==> src/rtl/pipeline_ctrl.sv <==
// Stall/bubble controller for the 5-stage pipeline: load-use, M-stage jump flush
// and memory freeze, plus a wait-state FSM, sticky timeout and perf counters.
module pipeline_ctrl #(
    parameter int MAX_WAIT = 64
) (
    input  logic        clk,
    input  logic        reset,
    input  logic [4:0]  d_rs,
    input  logic [4:0]  d_rt,
    input  logic        d_use_rs,
    input  logic        d_use_rt,
    input  logic        e_wreg,
    input  logic        e_m2reg,
    input  logic [4:0]  e_rn,
    input  logic        m_do_jmp,
    input  logic        m_mem_req,
    input  logic        m_mem_ready,
    output logic        f_stall,
    output logic        d_stall,
    output logic        e_stall,
    output logic        m_stall,
    output logic        d_bubble,
    output logic        e_bubble,
    output logic        m_bubble,
    output logic        w_bubble,
    output logic        mem_timeout,
    output logic [31:0] stall_cycles,
    output logic [15:0] flush_count
);

    localparam int            CW   = $clog2(MAX_WAIT + 1);
    localparam logic [CW-1:0] WMAX = CW'(MAX_WAIT);

    typedef enum logic [0:0] {
        RUN      = 1'b0,
        MEM_WAIT = 1'b1
    } state_t;

    state_t        state_q;
    logic [CW-1:0] wait_cnt_q;
    logic          mem_timeout_q;
    logic [31:0]   stall_cycles_q, stall_cycles_d;
    logic [15:0]   flush_count_q,  flush_count_d;

    logic mem_hold, jmp, lu, rs_hit, rt_hit;

    always_comb begin
        mem_hold = m_mem_req & ~m_mem_ready;
        jmp      = m_do_jmp & ~mem_hold;
        rs_hit   = d_use_rs & (d_rs == e_rn);
        rt_hit   = d_use_rt & (d_rt == e_rn);
        lu       = e_wreg & e_m2reg & (e_rn != 5'd0) & (rs_hit | rt_hit) & ~mem_hold & ~jmp;
    end

    // Outputs are forced quiet while reset is held, independent of the inputs.
    always_comb begin
        f_stall  = ~reset & (mem_hold | lu);
        d_stall  = ~reset & (mem_hold | lu);
        e_stall  = ~reset & mem_hold;
        m_stall  = ~reset & mem_hold;
        d_bubble = ~reset & jmp;
        e_bubble = ~reset & (jmp | lu);
        m_bubble = ~reset & jmp;
        w_bubble = ~reset & mem_hold;
    end

    always_comb begin
        stall_cycles_d = stall_cycles_q;
        flush_count_d  = flush_count_q;
        if (f_stall && stall_cycles_q != 32'hFFFF_FFFF)
            stall_cycles_d = stall_cycles_q + 32'd1;
        if (jmp && flush_count_q != 16'hFFFF)
            flush_count_d = flush_count_q + 16'd1;
    end

    always_ff @(posedge clk or posedge reset) begin
        if (reset) begin
            stall_cycles_q <= 32'd0;
            flush_count_q  <= 16'd0;
        end else begin
            stall_cycles_q <= stall_cycles_d;
            flush_count_q  <= flush_count_d;
        end
    end

    always_ff @(posedge clk or posedge reset) begin
        if (reset) begin
            state_q       <= RUN;
            wait_cnt_q    <= '0;
            mem_timeout_q <= 1'b0;
        end else begin
            if (mem_hold && wait_cnt_q == WMAX)
                mem_timeout_q <= 1'b1;
            case (state_q)
                RUN: begin
                    if (mem_hold) begin
                        state_q    <= MEM_WAIT;
                        wait_cnt_q <= CW'(1);
                    end
                end
                MEM_WAIT: begin
                    if (mem_hold) begin
                        if (wait_cnt_q != WMAX)
                            wait_cnt_q <= wait_cnt_q + CW'(1);
                    end else begin
                        state_q    <= RUN;
                        wait_cnt_q <= '0;
                    end
                end
                default: begin
                    state_q    <= RUN;
                    wait_cnt_q <= '0;
                end
            endcase
        end
    end

    assign mem_timeout  = mem_timeout_q;
    assign stall_cycles = stall_cycles_q;
    assign flush_count  = flush_count_q;

endmodule
==> config.mk <==
export PLATFORM = sky130hd
export DESIGN_NAME = pipeline_ctrl
export DESIGN_NICKNAME = d
export VERILOG_FILES = /design/src/rtl/pipeline_ctrl.sv
export SDC_FILE = /design/constraint.sdc
export NUM_CORES = 1
export LEC_CHECK = 0
export BUFFER_PORTS_ARGS = -buffer_cell sky130_fd_sc_hd__buf_2
export CAP_MARGIN = 10
export CORE_MARGIN = 5
export CORE_UTILIZATION = 52
export CTS_CLUSTER_SIZE = 14
export DETAILED_ROUTE_END_ITERATION = 6
export PLACE_DENSITY = 0.79
export SYNTH_ARGS = -nofsm -noshare
export SYNTH_HDL_FRONTEND = slang
export SYNTH_SLANG_ARGS = --single-unit
==> constraint.sdc <==
create_clock -name clk -period 3.2 [get_ports clk]
set_input_delay 0.16 -clock clk [delete_from_list [all_inputs] [get_ports clk]]
set_output_delay 0.16 -clock clk [all_outputs]
set_load 0.02 [all_outputs]
# ---- Yosys cells after proc, flatten, opt, wreduce, memory -nomap -nowiden
# Cells that the tools add are included.
dict set report totals {
  regBits 57
  word_cells 47
  inputBits 24
  output_inout_bits 57
}
dict set report op_classes {
  reduce_logical 5
  n_mux 5
  bitwise 21
  add_sub_neg 3
  n_eq_ne 8
}
# operator count
set ops {}
lappend ops {{adder 32 x 1 -> 32 bit, second input constant} 1}
lappend ops {{inequality test 32 bit, second input constant} 1}
lappend ops {{2-to-1 mux 7 bit} 3}
lappend ops {{adder 16 x 1 -> 16 bit, second input constant} 1}
lappend ops {{inequality test 16 bit, second input constant} 1}
lappend ops {{case mux 7 bit (2 select lines)} 1}
lappend ops {{bitwise AND 1 bit} 13}
lappend ops {{== test 5 bit} 2}
lappend ops {{adder 7 x 1 -> 7 bit, second input constant} 1}
lappend ops {{== test 7 bit, second input constant} 1}
lappend ops {{inequality test 7 bit, second input constant} 1}
lappend ops {{inverter 1 bit} 5}
lappend ops {{nonzero test 5 bit} 1}
lappend ops {{logical AND 1 bit} 3}
lappend ops {{inequality test 3 x 2 -> 1 bit, second input constant} 1}
lappend ops {{OR 1 bit} 3}
lappend ops {{inequality test 2 bit, second input constant} 1}
lappend ops {{AND reduction 2 bit} 1}
lappend ops {{2-to-1 mux 1 bit} 1}

# ---- Depth between registers and ports, before layout
# Gate-level depths: netlist of run 1.
dict set report logic_depth {
  word_depth 9
  depth_mapped 8
  ltp_nobuf 7
}

# ---- Worst setup path before layout of run 1
# Ideal clock, no wire load.
dict set report synth_timing {
  kind {in2reg}
  start {in reset}
  end {reg stall_cycles_q[24] (netlist: stall_cycles[24])}
  path_buffers 0
  t_required_ns 3.068
  path_slack_ns 0.418
  setup_time_ns 0.132
  t_arrival_ns 2.650
  cell_stages 6
  path_cell_list {inv_1 -> nand2_1 -> o221ai_1 -> a21boi_2 -> nand4_1 -> xnor2_1}
}
dict set report synth_between {
  elab_chain_len 3
}
# element line_no
set synth_lines {}
lappend synth_lines {{from (decl)} 7} ;# input logic reset,
lappend synth_lines {{inverter 1 bit} --}
lappend synth_lines {{bitwise AND 1 bit} --}
lappend synth_lines {{via d_stall} 19} ;# output logic d_stall,
lappend synth_lines {{logical AND 1 bit} 70} ;# if (f_stall && stall_cycles_q != 32'hFFFF_FFFF)
lappend synth_lines {{to (signal assigned)} 81} ;# stall_cycles_q <= stall_cycles_d;
lappend synth_lines {{to (decl)} 42} ;# logic [31:0] stall_cycles_q, stall_cycles_d;
# The timed path passes the listed nets, and every way through them passes these cells.
# A chain may end at the register's enable or synchronous reset.

# ---- Worst setup path in the final report of run 1
dict set report layout_timing {
  start {reg stall_cycles_q[0] (netlist: stall_cycles[0])}
  end {reg stall_cycles_q[5] (netlist: stall_cycles[5])}
}
dict set report layout_between {
  elab_chain_len 2
  elab_cells_between_ends 3
  cone_classes {add/sub: 1; eq/ne: 1; reduce/logical: 1}
}
# element
set layout_lines {}
lappend layout_lines {{parallel branches: the longest is 2 deep, another holds adder 32 x 1 -> 32 bit}}
# Several ways; the timed one is not identified.

==> tab_implementation.tex, run 1 <==
\begin{tabular}{lr}
\hline
Metric & Value \\
\hline
\multicolumn{2}{l}{\textbf{Layout}} \\
\quad Layout overhead on the synthesized area & 20.3\% \\
\quad Nets & 409 \\
\quad Fraction of layout cells with a size suffix above 1 & 28.8\% \\
\quad Diode insertion count for antenna repair & 0 \\
\quad Finished Layout Cells & 457 \\
\quad Post-route cell area & 0.00360 mm\^{}2 \\
\multicolumn{2}{l}{\textbf{Synthesis}} \\
\quad Net Count, Synth & 327 \\
\quad XOR/XNOR share of the synthesized area & 16.1\% \\
\quad Warnings, synthesis & 0 \\
\quad Cell types with the largest area share after synthesis & dfrtp\_1 48\%, xnor2\_1 11\%, xor2\_1 5.3\% \\
\quad Area share of fa/ha/maj cells after synthesis & 1.67\% \\
\quad Synth top cells by count & 57 x dfrtp\_1, 37 x xnor2\_1, 25 x nand2\_1, 25 x nand3\_1, 24 x nor2\_1 \\
\quad Fraction of synthesis flops using an asynchronous set or reset pin & 100\% \\
\quad Count of state elements after synthesis & 57 \\
\quad Post-synth EDFFs & 0 \\
\quad Sequential share of the synthesized area & 47.6\% \\
\quad Leading area contributor after synthesis & dfrtp\_1 \\
\quad Netlist cell types & 43 \\
\quad Synth Area per Inst & 10.0 um\^{}2 \\
\quad Dominant synthesized flop cell & dfrtp\_1 \\
\quad Cell count after synthesis & 299 \\
\quad Share of cell area taken by muxes after synthesis & 1.00\% \\
\quad Share of synthesized cell area in and, or, nand and nor gates & 24.4\% \\
\quad Top-area cell type share of the netlist area & 47.6\% \\
\quad Count leader, synth & dfrtp\_1 \\
\quad Combinational family with the most area after synthesis & simple AND/OR/NAND/NOR gates \\
\quad Cell area after synthesis & 0.00299 mm\^{}2 \\
\quad Fraction of the mapped netlist area in compound gates & 5.31\% \\
\multicolumn{2}{l}{\textbf{Worst setup path}} \\
\quad Kind of critical path & reg -> reg \\
\quad Endpoint type of the worst setup path & flip-flop \\
\quad Data arrival time of the worst path & 2.53 ns \\
\quad Critical Path RT & 3.40 ns \\
\quad Reg2reg setup slack & 0.87 ns \\
\quad Slowest stage delay, CP & 0.52 ns \\
\quad Kind of launch point of the worst setup path & flip-flop \\
\quad CP max FO & 14 \\
\quad Reg-to-Reg Start & stall\_cycles[0] \\
\quad Reg-to-reg critical path endpoint & stall\_cycles[5] \\
\quad Critical path buffer and inverter count & 0 \\
\quad List of cells traversed by the critical path & ha\_1 -> nand4\_1 -> nor4\_1 -> a32oi\_1 -> nand2\_1 -> nor3\_1 -> xor2\_1 \\
\quad Worst path slowest cell & nor4\_1 \\
\quad Kind of cell adding the most delay to the critical path & simple AND/OR/NAND/NOR gates \\
\quad Worst Reg2Reg Path Length in Cells & 7 \\
\multicolumn{2}{l}{\textbf{Place}} \\
\quad Total placed cells including tap cells & 442 \\
\quad Final weighted congestion of routability-driven global placement & 0.860 \\
\quad Worst slack after detailed placement & 0.901 ns \\
\quad Post-DP HPWL & 4920 um \\
\quad Cell Area, Placed & 0.00342 mm\^{}2 \\
\quad Quantity of I/O buffers inserted on ports & 80 \\
\multicolumn{2}{l}{\textbf{Power}} \\
\quad Leakage dissipation & 0.00184 uW \\
\quad Worst supply voltage drop on vdd & 0.254 mV \\
\quad Total power & 1810 uW \\
\quad Pwr Density & 504 mW/mm\^{}2 \\
\multicolumn{2}{l}{\textbf{Timing}} \\
\quad Setup repair after global routing missed its margin & no \\
\quad Period minus WS final & 2.33 ns \\
\quad Number of slew-limit violations in the final report & 0 \\
\quad Max Clock Skew & 0.00614 ns \\
\quad Final cycle utilization of the critical path & 72.8\% \\
\quad Setup TNS after final layout & 0 ns \\
\quad Setup slack of the critical path after layout & 0.870 ns \\
\quad Tightest slew margin relative to the limit & 51.8\% \\
\quad Hold Vio Cnt, Final & 0 \\
\quad Fmax & 429 MHz \\
\quad Setup-violating endpoint count in the final report & 0 \\
\quad Worst slew pin tran & 0.724 ns \\
\multicolumn{2}{l}{\textbf{Flow run}} \\
\quad Max-cap violations & 0 \\
\multicolumn{2}{l}{\textbf{Global routing}} \\
\quad Largest net degree at the start of global routing & 58 \\
\quad Overall global routing resource usage & 19.2\% \\
\quad Via count of the first global-routing pass & 2442 \\
\quad First-pass GRT wire length & 11300 um \\
\quad Initial antenna violation count & 0 \\
\quad Total grt overflow & 0 \\
\multicolumn{2}{l}{\textbf{CTS}} \\
\quad Count of cells resized by post-cts repair & 0 \\
\quad Clock tree from TritonCTS & yes \\
\quad Clock transition at the registers of the reported paths & 0.07 ns \\
\quad Source-to-sink clock delay at the later pin of the worst-skew pair & 0.33 ns \\
\quad CTS hold repair buffers & 0 \\
\quad Total number of clock tree sinks & 57 \\
\quad Maximum root-to-sink buffer count & 2 \\
\quad Number of buffers inserted during clock tree synthesis & 9 \\
\quad Clock root cell & clkbuf\_8 \\
\quad Count of buffers added by post-CTS timing repair for setup & 0 \\
\quad Number of levels in the clock H-tree & 3 \\
\multicolumn{2}{l}{\textbf{Die}} \\
\quad Die area & 0.00738 mm\^{}2 \\
\quad Effective utilization at floorplan & 54.0\% \\
\quad \# IOs & 81 \\
\quad X dimension of the die & 85.9 um \\
\quad Die H & 85.9 um \\
\quad Placeable core area & 0.00554 mm\^{}2 \\
\quad Standard-cell row count & 27 \\
\multicolumn{2}{l}{\textbf{Drt}} \\
\quad Via count & 2526 \\
\quad Detailed-route DRC error count & 0 \\
\quad 1st-pass router iterations & 4 \\
\quad Violation count after the first detailed-routing iteration & 96 \\
\quad Remaining antenna violation count & 0 \\
\quad Vias per Instance & 5.53 \\
\quad WL final & 6670 um \\
\quad Mean routed wirelength per cell & 14.6 um \\
\multicolumn{2}{l}{\textbf{Min path}} \\
\quad Hold WC Path Type & in -> async \\
\multicolumn{2}{l}{\textbf{Status}} \\
\quad Status & finished, final reports clean \\
\hline
\end{tabular}
==> worst reg2reg max path: cells and delay by family, from the launching register on <==
| kind | cells | cell delay [ns] |
|---|---|---|
| simple gates | 4 | 1.18 |
| flops | 1 | 0.40 |
| fa+ha+maj | 1 | 0.22 |
| compound gates | 1 | 0.22 |
| xor+xnor | 1 | 0.17 |
==> layout make-up <==
class                      instances  area [um^2]
fill                             475         1940
multi-input combinational        220         1450
sequential                        57         1430
timing repair buffer              81          408
clock buffer                      12          165
tap                               72         90.1
inverter                          12         45.0
clock inverter                     3         15.0
==> logic make-up after synthesis <==
logic type      count (synthesis)
compound gates                 23
xor+xnor                       55
fa+ha+maj                       4
buf+inv                        22
flops                          57
mux                             2
simple gates                  136
==> cell usage in the layout (no fill, tap or decap), types with 3 or more instances in the layout <==
master / netlist / layout
nand4_1: 21 / 21
buf_2: 0 / 80
nand2_1: 25 / 25
inv_1: 12 / 11
clkbuf_8: 0 / 12
xnor2_1: 37 / 37
nand3_1: 25 / 25
nor2_1: 24 / 24
nor4_1: 6 / 6
clkinv_2: 0 / 3
ha_1: 4 / 4
and3_1: 7 / 7
nor3_1: 9 / 9
dfrtp_1: 57 / 57
xor2_1: 18 / 18
o21ai_0: 10 / 10
==> worst max path at each step <==
stage                     depth (start not counted)            start          endpoint
after floorplan                                   6            reset  stall_cycles[24]
after global placement                            7  stall_cycles[0]  stall_cycles[25]
after detailed placement                          7  stall_cycles[0]  stall_cycles[25]
after CTS                                         7  stall_cycles[0]  stall_cycles[25]
after global routing                              7  stall_cycles[0]   stall_cycles[5]
final                                             7  stall_cycles[0]   stall_cycles[5]
==> sequential cells by signal, summed over array words and instances (netlist names) <==
signal	flops
flush_count	16
mem_timeout	1
wait_cnt_q	7
state_q	1
stall_cycles	32
==> power breakdown <==
| group | switching, uW | internal [uW] |
|---|---|---|
| clock network | 278 | 336 |
| logic | 202 | 141 |
| registers | 74.2 | 783 |
| total | 554 | 1260 |
==> stage by stage <==
stage | util, % | hold WS (ns)
final | 65.0 | 0.0632
after global routing | 65.0 | 0.157
after floorplan | - | 0.407
after detailed placement | 61.7 | 0.456
after CTS | 65.0 | 0.0987
after global placement | 61.7 | 0.451
==> routing by layer <==
layer | share of wire, % | GRT usage [%] | routed length (um) | up-vias
met1 | 45 | 24.8 | 3000 | 1212
met2 | 46 | 30.6 | 3090 | 94
met3 | 6.7 | 4.51 | 444 | 15
li1 | - | - | - | 1205
met4 | 2.1 | 8.92 | 141 | 0
met5 | 0 | 0 | 0 | -
Note: power is estimated with default switching activity, not from simulation.
==> inputs of run 2 (changes only) <==
clock period = 2.24 ns   (was 3.2 ns; I/O delays follow)
==> run 2 against run 1 <==
Against the previous run:
- first-iteration DRC count rose by 27%
- count of clock-buffer cells in the layout rose by 2
- wire length rose by 0.73%
- critical endpoint is now stall_cycles[12]
- core utilization rose by 1.6 points
- hold slack got worse by 0.032 ns
- via count rose by 0.75%
- critical path depth rose by 1
==> tab_implementation.tex, run 2 (synthesis gave the netlist of run 1 again) <==
\begin{tabular}{lr}
\hline
Metric & Value \\
\hline
\multicolumn{2}{l}{\textbf{Status}} \\
\quad Status & finished, final reports clean \\
\multicolumn{2}{l}{\textbf{CTS}} \\
\quad Total number of clock tree sinks & 57 \\
\quad Number of levels in the clock H-tree & 3 \\
\quad Maximum root-to-sink buffer count & 2 \\
\quad Source-to-sink clock delay at the later pin of the worst-skew pair & 0.34 ns \\
\quad Count of cells resized by post-cts repair & 0 \\
\quad Number of buffers inserted during clock tree synthesis & 9 \\
\quad Clock tree from TritonCTS & yes \\
\quad Clock root cell & clkbuf\_8 \\
\quad CTS hold repair buffers & 0 \\
\quad Clock transition at the registers of the reported paths & 0.07 ns \\
\quad Count of buffers added by post-CTS timing repair for setup & 0 \\
\multicolumn{2}{l}{\textbf{Timing}} \\
\quad Worst slew pin tran & 0.691 ns \\
\quad Period minus WS final & 2.01 ns \\
\quad Hold Vio Cnt, Final & 0 \\
\quad Setup-violating endpoint count in the final report & 0 \\
\quad Fmax & 498 MHz \\
\quad Setup repair after global routing missed its margin & no \\
\quad Final cycle utilization of the critical path & 89.7\% \\
\quad Setup TNS after final layout & 0 ns \\
\quad Max Clock Skew & 0.0114 ns \\
\quad Min Hold Slack & 0.0308 ns \\
\quad Number of slew-limit violations in the final report & 0 \\
\quad Tightest slew margin relative to the limit & 53.9\% \\
\multicolumn{2}{l}{\textbf{Worst setup path}} \\
\quad Slowest stage delay, CP & 0.41 ns \\
\quad Worst path slowest cell & dfrtp\_1 \\
\quad Worst Reg2Reg Path Length in Cells & 8 \\
\quad Critical Path RT & 2.50 ns \\
\quad List of cells traversed by the critical path & ha\_1 -> nand4\_1 -> nor4\_2 -> a32oi\_1 -> nand2\_1 -> buf\_4 -> nor4\_1 -> xor2\_1 \\
\quad Kind of critical path & reg -> reg \\
\quad Kind of launch point of the worst setup path & flip-flop \\
\quad Data arrival time of the worst path & 2.27 ns \\
\quad Endpoint type of the worst setup path & flip-flop \\
\quad CP max FO & 8 \\
\multicolumn{2}{l}{\textbf{Min path}} \\
\quad Hold WC Path Type & in -> async \\
\multicolumn{2}{l}{\textbf{Die}} \\
\quad \# IOs & 81 \\
\quad X dimension of the die & 85.9 um \\
\quad Die area & 0.00738 mm\^{}2 \\
\quad Standard-cell row count & 27 \\
\quad Placeable core area & 0.00554 mm\^{}2 \\
\quad Effective utilization at floorplan & 54.0\% \\
\quad Die H & 85.9 um \\
\multicolumn{2}{l}{\textbf{Global routing}} \\
\quad First-pass GRT wire length & 11300 um \\
\quad Largest net degree at the start of global routing & 58 \\
\quad Overall global routing resource usage & 19.4\% \\
\quad Total grt overflow & 0 \\
\quad Initial antenna violation count & 0 \\
\quad Via count of the first global-routing pass & 2468 \\
\multicolumn{2}{l}{\textbf{Layout}} \\
\quad Finished Layout Cells & 463 \\
\quad Nets & 414 \\
\quad Most frequent standard cell in the layout excluding fill and tap cells & buf\_2 \\
\quad Diode insertion count for antenna repair & 0 \\
\quad Fraction of layout cells with a size suffix above 1 & 29.4\% \\
\quad Layout overhead on the synthesized area & 23.3\% \\
\quad Flip-flop count of the largest register, all copies and words added & 32 \\
\quad Utilization of the core after routing & 66.6\% \\
\quad Most used cells in the layout excluding fill and tap cells & 80 x buf\_2, 57 x dfrtp\_1, 37 x xnor2\_1 \\
\multicolumn{2}{l}{\textbf{Power}} \\
\quad Worst supply voltage drop on vdd & 0.442 mV \\
\quad Total power & 2810 uW \\
\quad Leakage dissipation & 0.00187 uW \\
\quad Pwr Density & 761 mW/mm\^{}2 \\
\multicolumn{2}{l}{\textbf{Flow run}} \\
\quad Max-cap violations & 0 \\
\multicolumn{2}{l}{\textbf{Drt}} \\
\quad 1st-pass router iterations & 4 \\
\quad Violation count after the first detailed-routing iteration & 122 \\
\quad Remaining antenna violation count & 0 \\
\quad Detailed-route DRC error count & 0 \\
\quad WL final & 6720 um \\
\quad Mean routed wirelength per cell & 14.5 um \\
\quad Vias per Instance & 5.50 \\
\quad Via count & 2545 \\
\multicolumn{2}{l}{\textbf{Place}} \\
\quad Post-DP HPWL & 4960 um \\
\quad Total placed cells including tap cells & 447 \\
\quad Quantity of I/O buffers inserted on ports & 80 \\
\quad Final weighted congestion of routability-driven global placement & 0.861 \\
\hline
\end{tabular}
run 2: critical path: cells and delay by family, from the launching register on:
family / cells / cell delay, ns
compound gates: 1 / 0.24
fa+ha+maj: 1 / 0.25
xor+xnor: 1 / 0.17
buf+inv: 1 / 0.23
simple gates: 4 / 0.63
flops: 1 / 0.41
run 2: final timing paths:
check	from	to	slack, ns
worst max register to register	stall_cycles[0]	stall_cycles[12]	0.23
max in group asynchronous	reset	stall_cycles[12]	1.75
worst min-delay path	reset	flush_count[3]	0.03
worst min register to register	mem_timeout	mem_timeout	0.47
worst max-delay path	stall_cycles[0]	stall_cycles[12]	0.23
min in group clk	m_mem_req	state_q	0.23
run 2: cell type report:
| class | count | area, um^2 |
|---|---|---|
| clock inverters | 2 | 60.1 |
| fillers | 457 | 1850 |
| multi-input cells | 220 | 1460 |
| inverters | 12 | 48.8 |
| well taps | 72 | 90.1 |
| clock buffers | 14 | 163 |
| repair buffers | 86 | 445 |
| flip-flops and latches | 57 | 1430 |
run 2: through the flow:
step	setup WS [ns]	area [um^2]
after floorplan	0.0772	3000
after global placement	0.309	3460
after detailed placement	0.165	3460
after CTS	0.162	3680
after global routing	0.0647	3690
final	0.232	3690
run 2: power by group:
part	switching [uW]	internal, uW
sequential	108	1120
clock	401	689
combinational	287	203
run 2: metal layers:
metal | part of all wire, % | routed length (um) | global-route usage [%] | up-vias
li1 | - | - | - | 1217
met1 | 43 | 2870 | 24.8 | 1209
met2 | 48 | 3230 | 29.9 | 107
met3 | 7.4 | 496 | 7.01 | 12
met4 | 1.9 | 125 | 7.48 | 0
met5 | 0 | 0 | 0 | -
==> inputs of run 3 (changes only) <==
MAX_ROUTING_LAYER = met4   (was default)
==> run 3 against run 2 <==
Against the previous run:
- critical path depth did not move
- critical endpoint unchanged
- critical path type unchanged
- die area did not move
- register-to-register slack barely moved
==> tab_implementation.tex, run 3 (synthesis gave the netlist of run 1 again) <==
\begin{tabular}{lr}
\hline
Metric & Value \\
\hline
\multicolumn{2}{l}{\textbf{Status}} \\
\quad Status & finished, final reports clean \\
\multicolumn{2}{l}{\textbf{Global routing}} \\
\quad Largest net degree at the start of global routing & 58 \\
\quad Overall global routing resource usage & 19.9\% \\
\quad Total grt overflow & 0 \\
\quad First-pass GRT wire length & 11300 um \\
\quad Initial antenna violation count & 0 \\
\quad Via count of the first global-routing pass & 2461 \\
\multicolumn{2}{l}{\textbf{Drt}} \\
\quad WL final & 6710 um \\
\quad Via count & 2539 \\
\quad Violation count after the first detailed-routing iteration & 126 \\
\quad Remaining antenna violation count & 0 \\
\quad Vias per Instance & 5.48 \\
\quad 1st-pass router iterations & 4 \\
\quad Mean routed wirelength per cell & 14.5 um \\
\quad Detailed-route DRC error count & 0 \\
\multicolumn{2}{l}{\textbf{Layout}} \\
\quad Finished Layout Cells & 463 \\
\quad Layout filler cell count & 457 \\
\quad Fraction of layout cells with a size suffix above 1 & 29.4\% \\
\quad Most used cells in the layout excluding fill and tap cells & 80 x buf\_2, 57 x dfrtp\_1, 37 x xnor2\_1 \\
\quad Most frequent standard cell in the layout excluding fill and tap cells & buf\_2 \\
\quad Seq. cell area & 0.00143 mm\^{}2 \\
\quad Diode insertion count for antenna repair & 0 \\
\quad Layout overhead on the synthesized area & 23.3\% \\
\quad Flip-flop count of the largest register, all copies and words added & 32 \\
\quad Nets & 414 \\
\quad Area occupied by multi-input gates & 0.00146 mm\^{}2 \\
\multicolumn{2}{l}{\textbf{Power}} \\
\quad Leakage dissipation & 0.00187 uW \\
\quad Pwr Density & 761 mW/mm\^{}2 \\
\quad Worst supply voltage drop on vdd & 0.443 mV \\
\multicolumn{2}{l}{\textbf{Worst setup path}} \\
\quad Reg-to-Reg Start & stall\_cycles[0] \\
\quad CP max FO & 8 \\
\quad Reg-to-reg critical path endpoint & stall\_cycles[12] \\
\quad Data arrival time of the worst path & 2.28 ns \\
\quad Endpoint type of the worst setup path & flip-flop \\
\quad Kind of critical path & reg -> reg \\
\quad Reg2reg setup slack & 0.23 ns \\
\quad Worst Reg2Reg Path Length in Cells & 8 \\
\quad Critical Path RT & 2.50 ns \\
\quad Kind of launch point of the worst setup path & flip-flop \\
\multicolumn{2}{l}{\textbf{CTS}} \\
\quad Clock transition at the registers of the reported paths & 0.06 ns \\
\quad Number of levels in the clock H-tree & 3 \\
\quad Source-to-sink clock delay at the later pin of the worst-skew pair & 0.34 ns \\
\quad Number of buffers inserted during clock tree synthesis & 9 \\
\quad Clock root cell & clkbuf\_8 \\
\quad Total number of clock tree sinks & 57 \\
\quad Clock tree from TritonCTS & yes \\
\quad Maximum root-to-sink buffer count & 2 \\
\multicolumn{2}{l}{\textbf{Min path}} \\
\quad Hold WC Path Type & in -> async \\
\multicolumn{2}{l}{\textbf{Timing}} \\
\quad Final cycle utilization of the critical path & 89.8\% \\
\quad Tightest slew margin relative to the limit & 54.4\% \\
\quad Min Hold Slack & 0.0282 ns \\
\quad Number of slew-limit violations in the final report & 0 \\
\quad Setup TNS after final layout & 0 ns \\
\quad Setup repair after global routing missed its margin & no \\
\quad Period minus WS final & 2.01 ns \\
\quad Hold Vio Cnt, Final & 0 \\
\quad Worst slew pin tran & 0.684 ns \\
\quad Setup-violating endpoint count in the final report & 0 \\
\quad Max Clock Skew & 0.0118 ns \\
\quad Fmax & 497 MHz \\
\multicolumn{2}{l}{\textbf{Die}} \\
\quad Die area & 0.00738 mm\^{}2 \\
\quad \# IOs & 81 \\
\quad Standard-cell row count & 27 \\
\quad Placeable core area & 0.00554 mm\^{}2 \\
\quad Die H & 85.9 um \\
\quad X dimension of the die & 85.9 um \\
\quad Effective utilization at floorplan & 54.0\% \\
\multicolumn{2}{l}{\textbf{Place}} \\
\quad Post-DP HPWL & 4960 um \\
\quad Total placed cells including tap cells & 447 \\
\quad Final weighted congestion of routability-driven global placement & 0.875 \\
\quad Quantity of I/O buffers inserted on ports & 80 \\
\multicolumn{2}{l}{\textbf{Flow run}} \\
\quad Max-cap violations & 0 \\
\hline
\end{tabular}
==> run 3: cell counts in the layout (fill, tap and decap cells not counted) <==
No cell type changed its count.
==> run 3: what timing repair did <==
item,CTS,global route
setup buffers,0,0
setup endpoints to repair,0,1
gates resized for setup,0,1
hold buffers,0,0
==> run 3: final cells by class <==
| class | count | share of cell area (%) |
|---|---|---|
| clock inverter | 2 | 1.63 |
| tap | 72 | 2.44 |
| multi-input combinational | 220 | 39.5 |
| inverter | 12 | 1.32 |
| clock buffer | 14 | 4.41 |
| timing repair buffer | 86 | 12.1 |
| sequential | 57 | 38.6 |
==> run 3: metrics by stage <==
stage                     total power, uW  worst slack [ns]  util (%)  cell area (um^2)
after global placement               1720             0.309      62.5              3460
after global routing                 2920            0.0648      66.6              3690
after floorplan                      1560            0.0772         -              3000
final                                2810             0.228      66.6              3690
after CTS                            2840             0.162      66.5              3680
after detailed placement             1740             0.165      62.5              3460
==> run 3: per-layer routing <==
layer | routed length (um) | GRT usage (%)
met1 | 2890 | 25.4
met2 | 3210 | 29.9
met5 | 0 | -
met4 | 125 | 9.21
met3 | 479 | 4.90
==> run 3: how the worst max path moves through the flow <==
stage | cells after the start | start | end
floorplan | 7 | reset | stall_cycles[27]
global placement | 7 | stall_cycles[0] | stall_cycles[27]
detailed placement | 7 | stall_cycles[0] | stall_cycles[27]
CTS | 7 | stall_cycles[0] | stall_cycles[27]
global route | 8 | stall_cycles[0] | stall_cycles[12]
finish | 8 | stall_cycles[0] | stall_cycles[12]
==> run 3: report_power, final <==
| part | leakage [uW] | switching [uW] | internal (uW) |
|---|---|---|---|
| Clock | 0.000111 | 401 | 689 |
| Combinational | 0.00100 | 287 | 203 |
| Sequential | 0.000760 | 108 | 1120 |
| Total | 0.00187 | 797 | 2010 |
==> run 3: worst max-delay path, cell delays in order (launching register included) <==
cell and delay [ns]:
dfrtp_1 0.41, ha_1 0.25, nand4_1 0.12, nor4_2 0.06
a32oi_1 0.24, nand2_1 0.21, buf_4 0.23, nor4_1 0.25
xor2_1 0.17
